==> src/rtl/pipe_pkg.sv <==
// pipe_pkg
// Shared definitions for the 5-stage core's pipeline control logic.
//   state_t : hazard sequencer states (RUN, STALL, MEM_WAIT)
//   GPR_W   : width of a GPR register number
//   R0      : the hard-wired zero register, which never carries a real dependency
//   CNT_W   : width of the performance counters
package pipe_pkg;

    typedef enum logic [1:0] {
        RUN      = 2'd0,
        STALL    = 2'd1,
        MEM_WAIT = 2'd2
    } state_t;

    localparam int GPR_W = 5;
    localparam logic [GPR_W-1:0] R0 = '0;
    localparam int CNT_W = 32;

endpackage

==> src/rtl/sat_counter.sv <==
// sat_counter
// Saturating up-counter with asynchronous active-high reset.
//   clk   : clock
//   rst   : asynchronous reset, clears the count
//   inc   : increment request for this cycle
//   count : current value, sticks at all-ones once reached
module sat_counter
    import pipe_pkg::*;
#(
    parameter int WIDTH = CNT_W
) (
    input  logic             clk,
    input  logic             rst,
    input  logic             inc,
    output logic [WIDTH-1:0] count
);

    // Hold at all-ones so a long run never wraps back to a small value.
    always_ff @(posedge clk or posedge rst) begin
        if (rst) begin
            count <= '0;
        end else if (inc && (count != '1)) begin
            count <= count + WIDTH'(1);
        end
    end

endmodule

==> src/rtl/hazard_ctrl.sv <==
// hazard_ctrl
// Stall / flush sequencer for the 5-stage pipeline.
//   clk, rst                 : clock, asynchronous active-high reset
//   id_rs, id_rt             : ID-stage source register numbers
//   id_use_rs, id_use_rt     : ID instruction really reads rs / rt
//   exe_mem_rd               : EXE instruction is a load
//   exe_wb_we, exe_wb_dreg   : EXE instruction writes a GPR, and which one
//   exe_bj                   : branch/jump in EXE resolved taken
//   mem_req, mem_ack         : MEM-stage access outstanding / completing
//   pc_en .. exe_mem_en      : pipeline register enables (combinational)
//   if_id_flush, id_exe_flush: synchronous bubble insertion (combinational)
//   mem_err                  : one-cycle pulse after a memory wait timeout
//   stall_cnt, flush_cnt     : saturating cycles-with-pc_en-low / taken-branch counts
module hazard_ctrl
    import pipe_pkg::*;
#(
    parameter int LOAD_BUBBLES = 1,
    parameter int MEM_TIMEOUT  = 255
) (
    input  logic             clk,
    input  logic             rst,
    input  logic [GPR_W-1:0] id_rs,
    input  logic [GPR_W-1:0] id_rt,
    input  logic             id_use_rs,
    input  logic             id_use_rt,
    input  logic             exe_mem_rd,
    input  logic             exe_wb_we,
    input  logic [GPR_W-1:0] exe_wb_dreg,
    input  logic             exe_bj,
    input  logic             mem_req,
    input  logic             mem_ack,
    output logic             pc_en,
    output logic             if_id_en,
    output logic             id_exe_en,
    output logic             exe_mem_en,
    output logic             if_id_flush,
    output logic             id_exe_flush,
    output logic             mem_err,
    output logic [CNT_W-1:0] stall_cnt,
    output logic [CNT_W-1:0] flush_cnt
);

    localparam logic [1:0]  BUB_INIT = 2'(LOAD_BUBBLES - 1);
    localparam logic [15:0] WAIT_MAX = 16'(MEM_TIMEOUT);

    state_t      state, state_nxt;
    state_t      saved, saved_nxt;
    logic [1:0]  bub_cnt, bub_nxt;
    logic [15:0] wait_cnt, wait_nxt;
    logic        hz, mw, timeout, flush_evt;

    // A load in EXE feeding an operand the ID instruction really reads; R0 never counts.
    assign hz = exe_mem_rd && exe_wb_we && (exe_wb_dreg != R0) &&
                ((id_use_rs && (id_rs == exe_wb_dreg)) ||
                 (id_use_rt && (id_rt == exe_wb_dreg)));

    // An access that completes in the same cycle it is requested needs no freeze.
    assign mw = mem_req && !mem_ack;

    always_ff @(posedge clk or posedge rst) begin
        if (rst) begin
            state    <= RUN;
            saved    <= RUN;
            bub_cnt  <= '0;
            wait_cnt <= '0;
            mem_err  <= 1'b0;
        end else begin
            state    <= state_nxt;
            saved    <= saved_nxt;
            bub_cnt  <= bub_nxt;
            wait_cnt <= wait_nxt;
            mem_err  <= timeout;
        end
    end

    // Mealy control: memory freeze beats a taken branch, which beats a load-use bubble.
    always_comb begin
        state_nxt    = state;
        saved_nxt    = saved;
        bub_nxt      = bub_cnt;
        wait_nxt     = wait_cnt;
        timeout      = 1'b0;
        flush_evt    = 1'b0;
        pc_en        = 1'b1;
        if_id_en     = 1'b1;
        id_exe_en    = 1'b1;
        exe_mem_en   = 1'b1;
        if_id_flush  = 1'b0;
        id_exe_flush = 1'b0;

        unique case (state)
            RUN, STALL: begin
                if (mw) begin
                    // Freeze everything; the bubble count stays put so STALL resumes afterwards.
                    pc_en      = 1'b0;
                    if_id_en   = 1'b0;
                    id_exe_en  = 1'b0;
                    exe_mem_en = 1'b0;
                    saved_nxt  = state;
                    state_nxt  = MEM_WAIT;
                    wait_nxt   = 16'd1;
                end else if (exe_bj) begin
                    // Both younger instructions are wrong-path, so any pending bubbles are moot.
                    if_id_flush  = 1'b1;
                    id_exe_flush = 1'b1;
                    flush_evt    = 1'b1;
                    state_nxt    = RUN;
                    bub_nxt      = '0;
                end else if ((state == STALL) || hz) begin
                    pc_en        = 1'b0;
                    if_id_en     = 1'b0;
                    id_exe_flush = 1'b1;
                    if (state == STALL) begin
                        if (bub_cnt <= 2'd1) begin
                            state_nxt = RUN;
                            bub_nxt   = '0;
                        end else begin
                            bub_nxt = bub_cnt - 2'd1;
                        end
                    end else if (LOAD_BUBBLES > 1) begin
                        state_nxt = STALL;
                        bub_nxt   = BUB_INIT;
                    end
                end
            end
            MEM_WAIT: begin
                // Still frozen on the ack cycle so the access lands before the pipe moves.
                pc_en      = 1'b0;
                if_id_en   = 1'b0;
                id_exe_en  = 1'b0;
                exe_mem_en = 1'b0;
                if (mem_ack) begin
                    state_nxt = saved;
                end else if (wait_cnt >= WAIT_MAX) begin
                    timeout   = 1'b1;
                    state_nxt = saved;
                end else begin
                    wait_nxt = wait_cnt + 16'd1;
                end
            end
            default: begin
                state_nxt = RUN;
            end
        endcase

        // While reset is held, clear every pipeline register at the next edge.
        if (rst) begin
            pc_en        = 1'b0;
            if_id_en     = 1'b0;
            id_exe_en    = 1'b0;
            exe_mem_en   = 1'b0;
            if_id_flush  = 1'b1;
            id_exe_flush = 1'b1;
        end
    end

    sat_counter #(.WIDTH(CNT_W)) u_stall_cnt (
        .clk   (clk),
        .rst   (rst),
        .inc   (!pc_en),
        .count (stall_cnt)
    );

    sat_counter #(.WIDTH(CNT_W)) u_flush_cnt (
        .clk   (clk),
        .rst   (rst),
        .inc   (flush_evt),
        .count (flush_cnt)
    );

endmodule

==> config.mk <==
export PLATFORM = sky130hd
export DESIGN_NAME = hazard_ctrl
export DESIGN_NICKNAME = d
export VERILOG_FILES = /design/src/rtl/pipe_pkg.sv /design/src/rtl/sat_counter.sv /design/src/rtl/hazard_ctrl.sv
export SDC_FILE = /design/constraint.sdc
export NUM_CORES = 1
export LEC_CHECK = 0
export CORE_MARGIN = 1.5
export CORE_UTILIZATION = 54
export CTS_BUF_LIST = sky130_fd_sc_hd__clkbuf_16
export CTS_CLUSTER_SIZE = 14
export DETAILED_ROUTE_END_ITERATION = 10
export PLACE_DENSITY = 0.95
export SYNTH_ARGS = -nofsm -noshare
export SYNTH_HDL_FRONTEND = slang
export SYNTH_SLANG_ARGS = --single-unit
==> constraint.sdc <==
create_clock -name clk -period 11.28 [get_ports clk]
set_input_delay 2.256 -clock clk [delete_from_list [all_inputs] [get_ports clk]]
set_output_delay 2.256 -clock clk [all_outputs]
set_load 0.05 [all_outputs]
==> flow_summary.ini <==
[outcome]
status = finished clean

[synthesis]
netlist_instances = 407
synthMuxAreaShare_pct = 0.266
synthAdderAreaFrac_pct = 0.887
synth_edf_count = 0
synthSimpleGateAreaFrac_pct = 24.2
synth-seq-cells = 87
async_flop_share_pct = 100
synth-xor-area-share_pct = 15.7
ys_dominant_reg_cell = dfrtp_1
synth_fp_nets = 434
synth_top_family_by_area = simple AND/OR/NAND/NOR gates
synth-compound-area-share_pct = 5.29
syn_area_per_cell_sq_um = 10.4
syn_area_sq_mm = 0.00423
synth-seq-area-share_pct = 51.4
yosysWarningCount = 0
yosysUniqueCellTypes = 42

[detailed_routing]
top_layer_used = met4
wirelength_mm = 9.97
wl_per_cell_microns = 16.3
num_vias = 3452
via_per_inst = 5.65
ant_nets = 0
route.met2.wl_mm = 5.12
wl_met1_mm = 4.19
drc = 0
drtIter0Drc = 152
dr.pass1.iters = 5
wl_met3_microns = 468

[job]
drv_cap = 0

[place]
place_ws_ns = 4.24
gp_congestion = 0.834
dp_hpwl_mm = 6.90
placed_cell_area_sq_mm = 0.00525
dp.cells = 595
io_buffers = 94

[clocking]
cts_resized = 0
tritoncts = done
clk_pin_slew_worst_paths_ns = 0.06
cts.sinks = 87
cts_root_buf = clkbuf_16
ctsHoldBuffers = 0
clockBufferDepth = 2
post_cts_buffers = 0
h-tree-depth = 3
clock_latency_ns = 0.34
cts_buffers = 9

[finish]
finalNonFillerCells = 611
final_nets = 531
area_delta_synth_final_pct = 31.9
insertedDiodeCount = 0
fin_area_sq_mm = 0.00558
drive_above_1_share_pct = 6.29

[sta]
finClkSkew_ns = 0.00768
tns_ns = 0
drv_slew = 0
finalSetupViolations = 0
max_slew_margin_pct = 29.8
min_period_over_period_pct = 62.4
period_minus_slack_ns = 7.04
fin_ws_ns = 4.24
worstMarginPinSlew_ns = 1.05
final_hold_viol_count = 0
timing.fmax_mhz = 142
rsz0062_at_grt = no

[worst_setup_path]
slowest_delay_ns = 0.80
r2r_cells = 7
end_kind = primary output
path_cells = clkdlybuf4s50_1 > or4_2 > o211ai_1 > o41ai_4 > inv_1 > clkdlybuf4s50_1
crit_type = primary input to primary output
cp_max_fo = 4
rr_startpoint = u_stall_cnt.count[2]$_DFFE_PP0P_
crit_top_cell = clkdlybuf4s50_1
r2r_end = u_stall_cnt.count[21]$_DFFE_PP0P_
crit_path_top_delay_cell = clkdlybuf4s50_1
arrival_ns = 4.78
start_kind = primary input
cp.required_ns = 9.02
r2r_slack_ns = 8.70

[floorplanning]
initial_core_util_pct = 55.4
fp.dieH_microns = 91.5
die_w_microns = 91.5
core_area_sq_mm = 0.00765
rows = 32
floorplan.die_area_sq_mm = 0.00838
io_pins = 95

[global_route]
grt_util_all_layers_pct = 25.5
grt_pass1_vias = 3494
grt_start_max_net_pins = 88
grt_pass1_wl_mm = 16.9
grt-ovfl-total = 0
antenna_found_initial = 0

[power_and_ir_drop]
peakVddDrop_mv = 0.184
total_leakage_power_nw = 2.50
p_per_area_mw_per_mm2 = 169

[hold_path]
hold_path_end = u_flush_cnt.count[12]$_DFFE_PP0P_
hp-class = register to register
holdPathStages = 1
min-delay-start = u_flush_cnt.count[12]$_DFFE_PP0P_
==> registers in the layout, summed over array words and instances (netlist names) <==
| signal | count |
|---|---|
| state | 2 |
| wait_cnt | 16 |
| mem_err | 1 |
| u_flush_cnt.count | 32 |
| bub_cnt | 2 |
| saved | 2 |
| u_stall_cnt.count | 32 |
==> kinds of logic after synthesis <==
| logic type | count (synthesis) |
|---|---|
| compound gates | 28 |
| xor+xnor | 76 |
| fa+ha+maj | 3 |
| buf+inv | 17 |
| flops | 87 |
| mux | 1 |
| simple gates | 195 |
==> stage by stage <==
step | hold WS [ns] | util, % | total power [mW]
global placement | 0.476 | 68.7 | 0.612
detailed placement | 0.480 | 68.7 | 0.620
floorplan | 0.459 | - | 0.537
finish | 0.489 | 73.0 | 0.945
global route | 0.513 | 73.0 | 0.985
CTS | 0.489 | 73.0 | 0.948
==> critical path, delay by kind of cell <==
family	cells	cell delay, ns
buffers and inverters	3	1.37
and+or+nand+nor	1	0.67
AOI/OAI and AO/OA	2	0.47
==> cells in the final DEF (no fill, tap or decap), types with 6 or more instances in the layout <==
master	n
nand4_1	21
nor2b_1	11
clkbuf_16	9
clkdlybuf4s50_1	94
inv_1	6
nor2_1	35
o21ai_0	7
a21oi_1	6
nor3_1	14
nand2_1	39
and3_1	12
xnor2_1	32
nand3_1	29
dfrtp_1	87
xor2_1	44
nor4_1	10
==> worst max path at each step <==
stage,startpoint,end,slack [ns],cells past startpoint
6_report,exe_wb_dreg[1],pc_en,4.24,6
3_5_place_dp,exe_wb_dreg[1],pc_en,4.24,6
2_1_floorplan,rst,id_exe_flush,3.42,3
4_1_cts,exe_wb_dreg[1],pc_en,4.23,6
3_3_place_gp,exe_wb_dreg[1],if_id_en,4.28,6
5_1_grt,mem_ack,exe_mem_en,4.10,5
==> report_power, final <==
group | internal, mW | leakage (nW) | switching (mW)
Clock | 0.197 | 0.161 | 0.131
Combinational | 0.0825 | 1.17 | 0.147
Sequential | 0.340 | 1.17 | 0.0474
==> synth_stat cells (all sizes together), types with 5 or more instances <==
library cell / instances / area share [%]
dfrtp: 87 / 51
xor2: 44 / 9.1
nand2: 39 / 3.5
nor2: 35 / 3.1
xnor2: 32 / 6.6
nand3: 29 / 3.4
nand4: 21 / 3.1
nor3: 17 / 2.4
and3: 12 / 1.8
nor4: 12 / 2.3
nor2b: 11 / 1.6
inv: 7 / 0.62
o21ai: 7 / 0.83
a21oi: 6 / 0.71
buf: 6 / 1.2
and2: 5 / 0.74
==> per-layer routing <==
metal,GRT usage (%),vias up
li1,-,1611
met1,33.0,1701
met2,42.6,120
met3,5.19,20
met4,8.46,0
met5,0,-
==> final cells by class <==
| type | count | area [sq um] |
|---|---|---|
| clock buffers | 9 | 225 |
| repair buffers | 96 | 956 |
| clock inverters | 7 | 104 |
| flip-flops and latches | 87 | 2180 |
| inverters | 7 | 27.5 |
| well taps | 102 | 128 |
| multi-input cells | 303 | 1960 |
| fillers | 499 | 2070 |
Note: power is estimated with default switching activity, not from simulation.
